<file path="config.mk">
export PLATFORM = sky130hd
export DESIGN_NAME = div_stall_unit
export DESIGN_NICKNAME = d
export VERILOG_FILES = /design/src/rtl/div_stall_unit.sv
export SDC_FILE = /design/constraint.sdc
export NUM_CORES = 1
export LEC_CHECK = 0
export ABC_AREA = 1
export CAP_MARGIN = 20
export CORE_AREA = 2 2 172 216
export CTS_CLUSTER_DIAMETER = 60
export DETAILED_ROUTE_END_ITERATION = 8
export DIE_AREA = 0 0 174 218
export SLEW_MARGIN = 15
export SYNTH_ARGS = -nofsm -noshare
export SYNTH_HDL_FRONTEND = slang
export SYNTH_SLANG_ARGS = --single-unit
</file>
<file path="constraint.sdc">
create_clock -name clk -period 4.3 [get_ports clk]
set_input_delay 0.86 -clock clk [delete_from_list [all_inputs] [get_ports clk]]
set_output_delay 0.86 -clock clk [all_outputs]
set_load 0.05 [all_outputs]
</file>
<file path="src/rtl/div_stall_unit.sv">
// Multi-cycle restoring divider for the execute stage (DIV/DIVU).
// Raises div_stall until the quotient/remainder are ready, holds them while the pipeline is held, and drops the operation on flush.
module div_stall_unit #(
    parameter int WIDTH = 32
) (
    input  logic             clk,
    input  logic             rst,
    input  logic             div_validE,
    input  logic             signedE,
    input  logic [WIDTH-1:0] a,
    input  logic [WIDTH-1:0] b,
    input  logic             hold,
    input  logic             flush,
    output logic             div_stall,
    output logic             result_valid,
    output logic [WIDTH-1:0] hi,
    output logic [WIDTH-1:0] lo
);

    localparam int CW = $clog2(WIDTH);
    localparam logic [CW-1:0] LAST_STEP = CW'(WIDTH - 1);

    typedef enum logic [1:0] {
        S_IDLE = 2'd0,
        S_BUSY = 2'd1,
        S_DONE = 2'd2
    } state_t;

    state_t           state_q, state_d;
    logic [CW-1:0]    cnt_q, cnt_d;
    logic [WIDTH-1:0] rem_q, rem_d;
    logic [WIDTH-1:0] quo_q, quo_d;
    logic [WIDTH-1:0] dvsr_q, dvsr_d;
    logic [WIDTH-1:0] araw_q, araw_d;
    logic             qneg_q, qneg_d;
    logic             rneg_q, rneg_d;
    logic             bzero_q, bzero_d;
    logic [WIDTH-1:0] hi_q, hi_d;
    logic [WIDTH-1:0] lo_q, lo_d;

    logic [WIDTH:0]   rem_sh_s;
    logic [WIDTH:0]   rem_sub_s;
    logic             ge_s;
    logic [WIDTH-1:0] rem_step_s;
    logic [WIDTH-1:0] quo_step_s;

    function automatic logic [WIDTH-1:0] neg2c(input logic [WIDTH-1:0] x);
        return ~x + {{(WIDTH-1){1'b0}}, 1'b1};
    endfunction

    function automatic logic [WIDTH-1:0] mag(input logic [WIDTH-1:0] x, input logic sgn);
        return (sgn && x[WIDTH-1]) ? neg2c(x) : x;
    endfunction

    // One restoring step on the shifted {rem, quo} pair; 33-bit compare covers divisors above 2^31.
    always_comb begin
        rem_sh_s   = {rem_q, quo_q[WIDTH-1]};
        rem_sub_s  = rem_sh_s - {1'b0, dvsr_q};
        ge_s       = (rem_sh_s >= {1'b0, dvsr_q});
        rem_step_s = ge_s ? rem_sub_s[WIDTH-1:0] : rem_sh_s[WIDTH-1:0];
        quo_step_s = {quo_q[WIDTH-2:0], ge_s};
    end

    // Next-state and datapath update; flush overrides everything and leaves hi/lo untouched.
    always_comb begin
        state_d = state_q;
        cnt_d   = cnt_q;
        rem_d   = rem_q;
        quo_d   = quo_q;
        dvsr_d  = dvsr_q;
        araw_d  = araw_q;
        qneg_d  = qneg_q;
        rneg_d  = rneg_q;
        bzero_d = bzero_q;
        hi_d    = hi_q;
        lo_d    = lo_q;
        if (flush) begin
            state_d = S_IDLE;
        end else begin
            case (state_q)
                S_IDLE: begin
                    if (div_validE) begin
                        quo_d   = mag(a, signedE);
                        dvsr_d  = mag(b, signedE);
                        araw_d  = a;
                        qneg_d  = signedE & (a[WIDTH-1] ^ b[WIDTH-1]);
                        rneg_d  = signedE & a[WIDTH-1];
                        bzero_d = (b == {WIDTH{1'b0}});
                        rem_d   = {WIDTH{1'b0}};
                        cnt_d   = {CW{1'b0}};
                        state_d = S_BUSY;
                    end else begin
                        state_d = S_IDLE;
                    end
                end
                S_BUSY: begin
                    rem_d = rem_step_s;
                    quo_d = quo_step_s;
                    cnt_d = cnt_q + {{(CW-1){1'b0}}, 1'b1};
                    if (cnt_q == LAST_STEP) begin
                        state_d = S_DONE;
                        if (bzero_q) begin
                            lo_d = {WIDTH{1'b1}};
                            hi_d = araw_q;
                        end else begin
                            lo_d = qneg_q ? neg2c(quo_step_s) : quo_step_s;
                            hi_d = rneg_q ? neg2c(rem_step_s) : rem_step_s;
                        end
                    end else begin
                        state_d = S_BUSY;
                    end
                end
                S_DONE: begin
                    // Same instruction still parked in E: keep the result, never restart.
                    if (div_validE && hold) begin
                        state_d = S_DONE;
                    end else begin
                        state_d = S_IDLE;
                    end
                end
                default: begin
                    state_d = S_IDLE;
                end
            endcase
        end
    end

    // State and datapath registers.
    always_ff @(posedge clk or negedge rst) begin
        if (!rst) begin
            state_q <= S_IDLE;
            cnt_q   <= {CW{1'b0}};
            rem_q   <= {WIDTH{1'b0}};
            quo_q   <= {WIDTH{1'b0}};
            dvsr_q  <= {WIDTH{1'b0}};
            araw_q  <= {WIDTH{1'b0}};
            qneg_q  <= 1'b0;
            rneg_q  <= 1'b0;
            bzero_q <= 1'b0;
            hi_q    <= {WIDTH{1'b0}};
            lo_q    <= {WIDTH{1'b0}};
        end else begin
            state_q <= state_d;
            cnt_q   <= cnt_d;
            rem_q   <= rem_d;
            quo_q   <= quo_d;
            dvsr_q  <= dvsr_d;
            araw_q  <= araw_d;
            qneg_q  <= qneg_d;
            rneg_q  <= rneg_d;
            bzero_q <= bzero_d;
            hi_q    <= hi_d;
            lo_q    <= lo_d;
        end
    end

    assign div_stall    = div_validE & ~flush & (state_q != S_DONE);
    assign result_valid = (state_q == S_DONE) & ~flush;
    assign hi           = hi_q;
    assign lo           = lo_q;

endmodule

</file>
==> summary.txt <==
Synthesis
  – Ys Warns: 0
  – Mean Syn Cell Area: 6.742 um^2
  – Cell taking the most area after synthesis: dfrtp_1
  – Mapped Cells: 2100
  – Post-synthesis sequential area ratio: 35.70%
  – FF+latch count, synth: 202
  – Syn Nets: 2209
  – Synth Cell Area: 14160 um^2
  – Synth unique cells: 54
  – Synth top area cells: dfrtp_1, nand2_1, inv_1
  – Yosys top cell area share: 35.70%
  – Number of synthesized flops with an enable pin: 0
  – Synth Flop Type: dfrtp_1
  – Post-synthesis async set-or-reset flop share: 100.0%

Layout
  – Commonest non-fill, non-tap cell in the layout: nand2_1
  – # fillers: 3813
  – Synth-to-Final Area Change: 20.15%
  – Layout cells sized above 1: 6.913%
  – Fin area: 17010 um^2
  – Commonest non-fill, non-tap cells in the layout: nand2_1, inv_1, dfrtp_1
  – Diode count: 0
  – Final #Nets: 2331

GRT
  – All-Layer GR Usage: 26.67%
  – Vias in the first global route: 14020
  – Largest net degree at the start of global routing: 104
  – GR Overflow Total: 0
  – Antenna violations before repair: 0
  – First-pass GRT wire length: 78780 um

Timing
  – Headroom to the max-slew limit: 52.37%
  – Final setup vio count: 0
  – Final Max Tran Viols: 0
  – Unrepaired setup endpoints after global routing: no
  – Post-layout minimum cycle time: 3.750 ns
  – Setup TNS: 0 ns
  – Fmax: 266.7 MHz
  – Slew @ Worst Pin: 0.7101 ns
  – Post-route clock period utilization: 87.21%
  – Clk_skew: 0.01935 ns
  – Final hold vios: 0

Floorplanning
  – Die ar.: 37930 um^2
  – Core area: 35910 um^2
  – Chip width: 174 um
  – Initial core utilization: 39.42%
  – I/O pin total: 136
  – Die Height: 218 um
  – # rows: 78

Critical path
  – Worst setup path category: register to register
  – Critical path fanouts, max: 10
  – CP arrival: 4.20 ns
  – Startpoint Class: register
  – Critical path capture point type: register
  – CP required: 4.75 ns

Clock tree
  – Longest Clk Path Bufs: 3
  – TritonCTS buffer count: 27
  – CTS-repair resized insts: 0
  – Clk sinks: 202
  – CTS tree: built
  – H-tree Lvls: 1
  – CTS clk-pin slew, worst paths: 0.06 ns
  – Clock latency on the worst-skew pair: 0.56 ns
  – Hold Buf Count CTS: 0
  – Total setup buffers inserted after CTS: 0
  – Clock root buffer: clkbuf_16

Power
  – P_leak: 8.618 nW
  – Power Density: 694.0 nW/um^2
  – Maximum vdd ir drop: 0.3615 mV

Route
  – Post-DRT Antenna Nets: 0
  – DRT Pass-1 Iters: 7
  – DRT iter0 DRCs: 911
  – Via count: 14130
  – Avg WL per Cell: 18.45 um
  – DRT Wirelength: 50220 um
  – Drt drc: 0
  – Routed vias/inst: 5.190

Status
  – Outcome: finished clean

Place
  – Post-DP HPWL: 39500 um
  – PortBufs: 135
  – Placed cell area: 16070 um^2
  – Placer congestion estimate: 0.9299

Flow run
  – Max Cap Viol: 0

Hold path
  – Worst hold path type: input pin to asynchronous set/reset pin
sequential cells by signal, indices dropped and copies added, names as in the netlist:
name / cells
araw_q: 32
dvsr_q: 32
hi: 32
lo: 32
quo_q: 32
rem_q: 32
cnt_q: 5
state_q: 2
bzero_q: 1
qneg_q: 1
rneg_q: 1
where the power goes:
| group | switching, mW | total (mW) | internal [mW] |
|---|---|---|---|
| logic | 4.71 | 6.82 | 2.11 |
| clock network | 0.922 | 2.38 | 1.46 |
| registers | 0.360 | 2.61 | 2.25 |
| total | 6.00 | 11.8 | 5.81 |
routing by layer:
layer / vias up / share of wire, % / wire, um / GRT usage, %
met5: - / 0 / 0 / 0
li1: 7042 / - / - / -
met3: 128 / 4.1 / 2080 / 3.609
met1: 6577 / 40 / 20040 / 30.42
met4: 0 / 7.2 / 3598 / 17.00
met2: 380 / 49 / 24500 / 47.03
area by class of cell:
type | instances | area [um^2] | share of cell area (%)
Multi-Input combinational cell | 1542 | 7705 | 45.29
Clock buffer | 37 | 783.3 | 4.604
Sequential cell | 202 | 5055 | 29.71
Clock inverter | 12 | 161.4 | 0.9488
Timing Repair Buffer | 167 | 1645 | 9.672
Inverter | 282 | 1061 | 6.237
Tap cell | 480 | 600.6 | 3.530
final timing paths:
path	startpoint	end	slack, ns	depth (start not counted)
max in group asynchronous	rst	hi[11]	2.97	2
min	rst	dvsr_q[0]	0.31	1
max reg2reg	rem_q[6]	lo[30]	0.55	24
max	rem_q[6]	lo[30]	0.55	24
min reg2reg	araw_q[10]	araw_q[10]	0.46	2
min in group clk	araw_q[10]	araw_q[10]	0.46	2
through the flow:
step                setup WS, ns  instances  hold WS, ns  utilization [%]  total power, mW
floorplan                  1.051       2100       0.4366                -            7.491
global placement          0.5506       2673       0.4532            44.74            9.374
detailed placement        0.4663       2673       0.4543            44.74            9.373
CTS                       0.5528       2722       0.3447            47.37            11.81
global route              0.2676       2722       0.3676            47.37            12.84
finish                    0.5499       2722       0.3144            47.37            11.81
worst max-delay path: stages, from the launching register on:
cell and delay [ns]:
dfrtp_1 0.45, ha_1 0.39, nand2_2 0.14, inv_2 0.04
nand2_1 0.05, nand2_1 0.07, clkinv_1 0.05, nand3_1 0.14
nand2_1 0.17, nand2_2 0.10, nand2_4 0.10, nand2_8 0.09
inv_4 0.09, ha_1 0.19, nand2_1 0.10, nor2_1 0.33
nand2_1 0.13, nand2_1 0.11, o21a_1 0.19, o21ai_0 0.16
inv_1 0.11, o21ai_0 0.10, xor2_1 0.17, o22ai_1 0.12
inv_1 0.05
cell families (layout without fill, tap and decap cells):
kind of cell / after synthesis / after routing / share of synthesized area (%)
and+or+nand+nor: 1044 / 1044 / 31.40
AOI/OAI and AO/OA: 399 / 399 / 15.74
buffers and inverters: 356 / 498 / 9.950
DFF: 202 / 202 / 35.70
xor gates and xnor gates: 60 / 60 / 3.712
adders and majority gates: 39 / 39 / 3.500
synthesized netlist by cell type, drive strengths merged (29+ instances only):
master and n:
clkbuf 59, ha 38, o21ai 215, nand3 111, o211ai 29, dfrtp 202, nor2 199, nand2 654
inv 276, a21oi 87, nor3 32, xor2 45
Note: power is estimated with default switching activity, not from simulation.
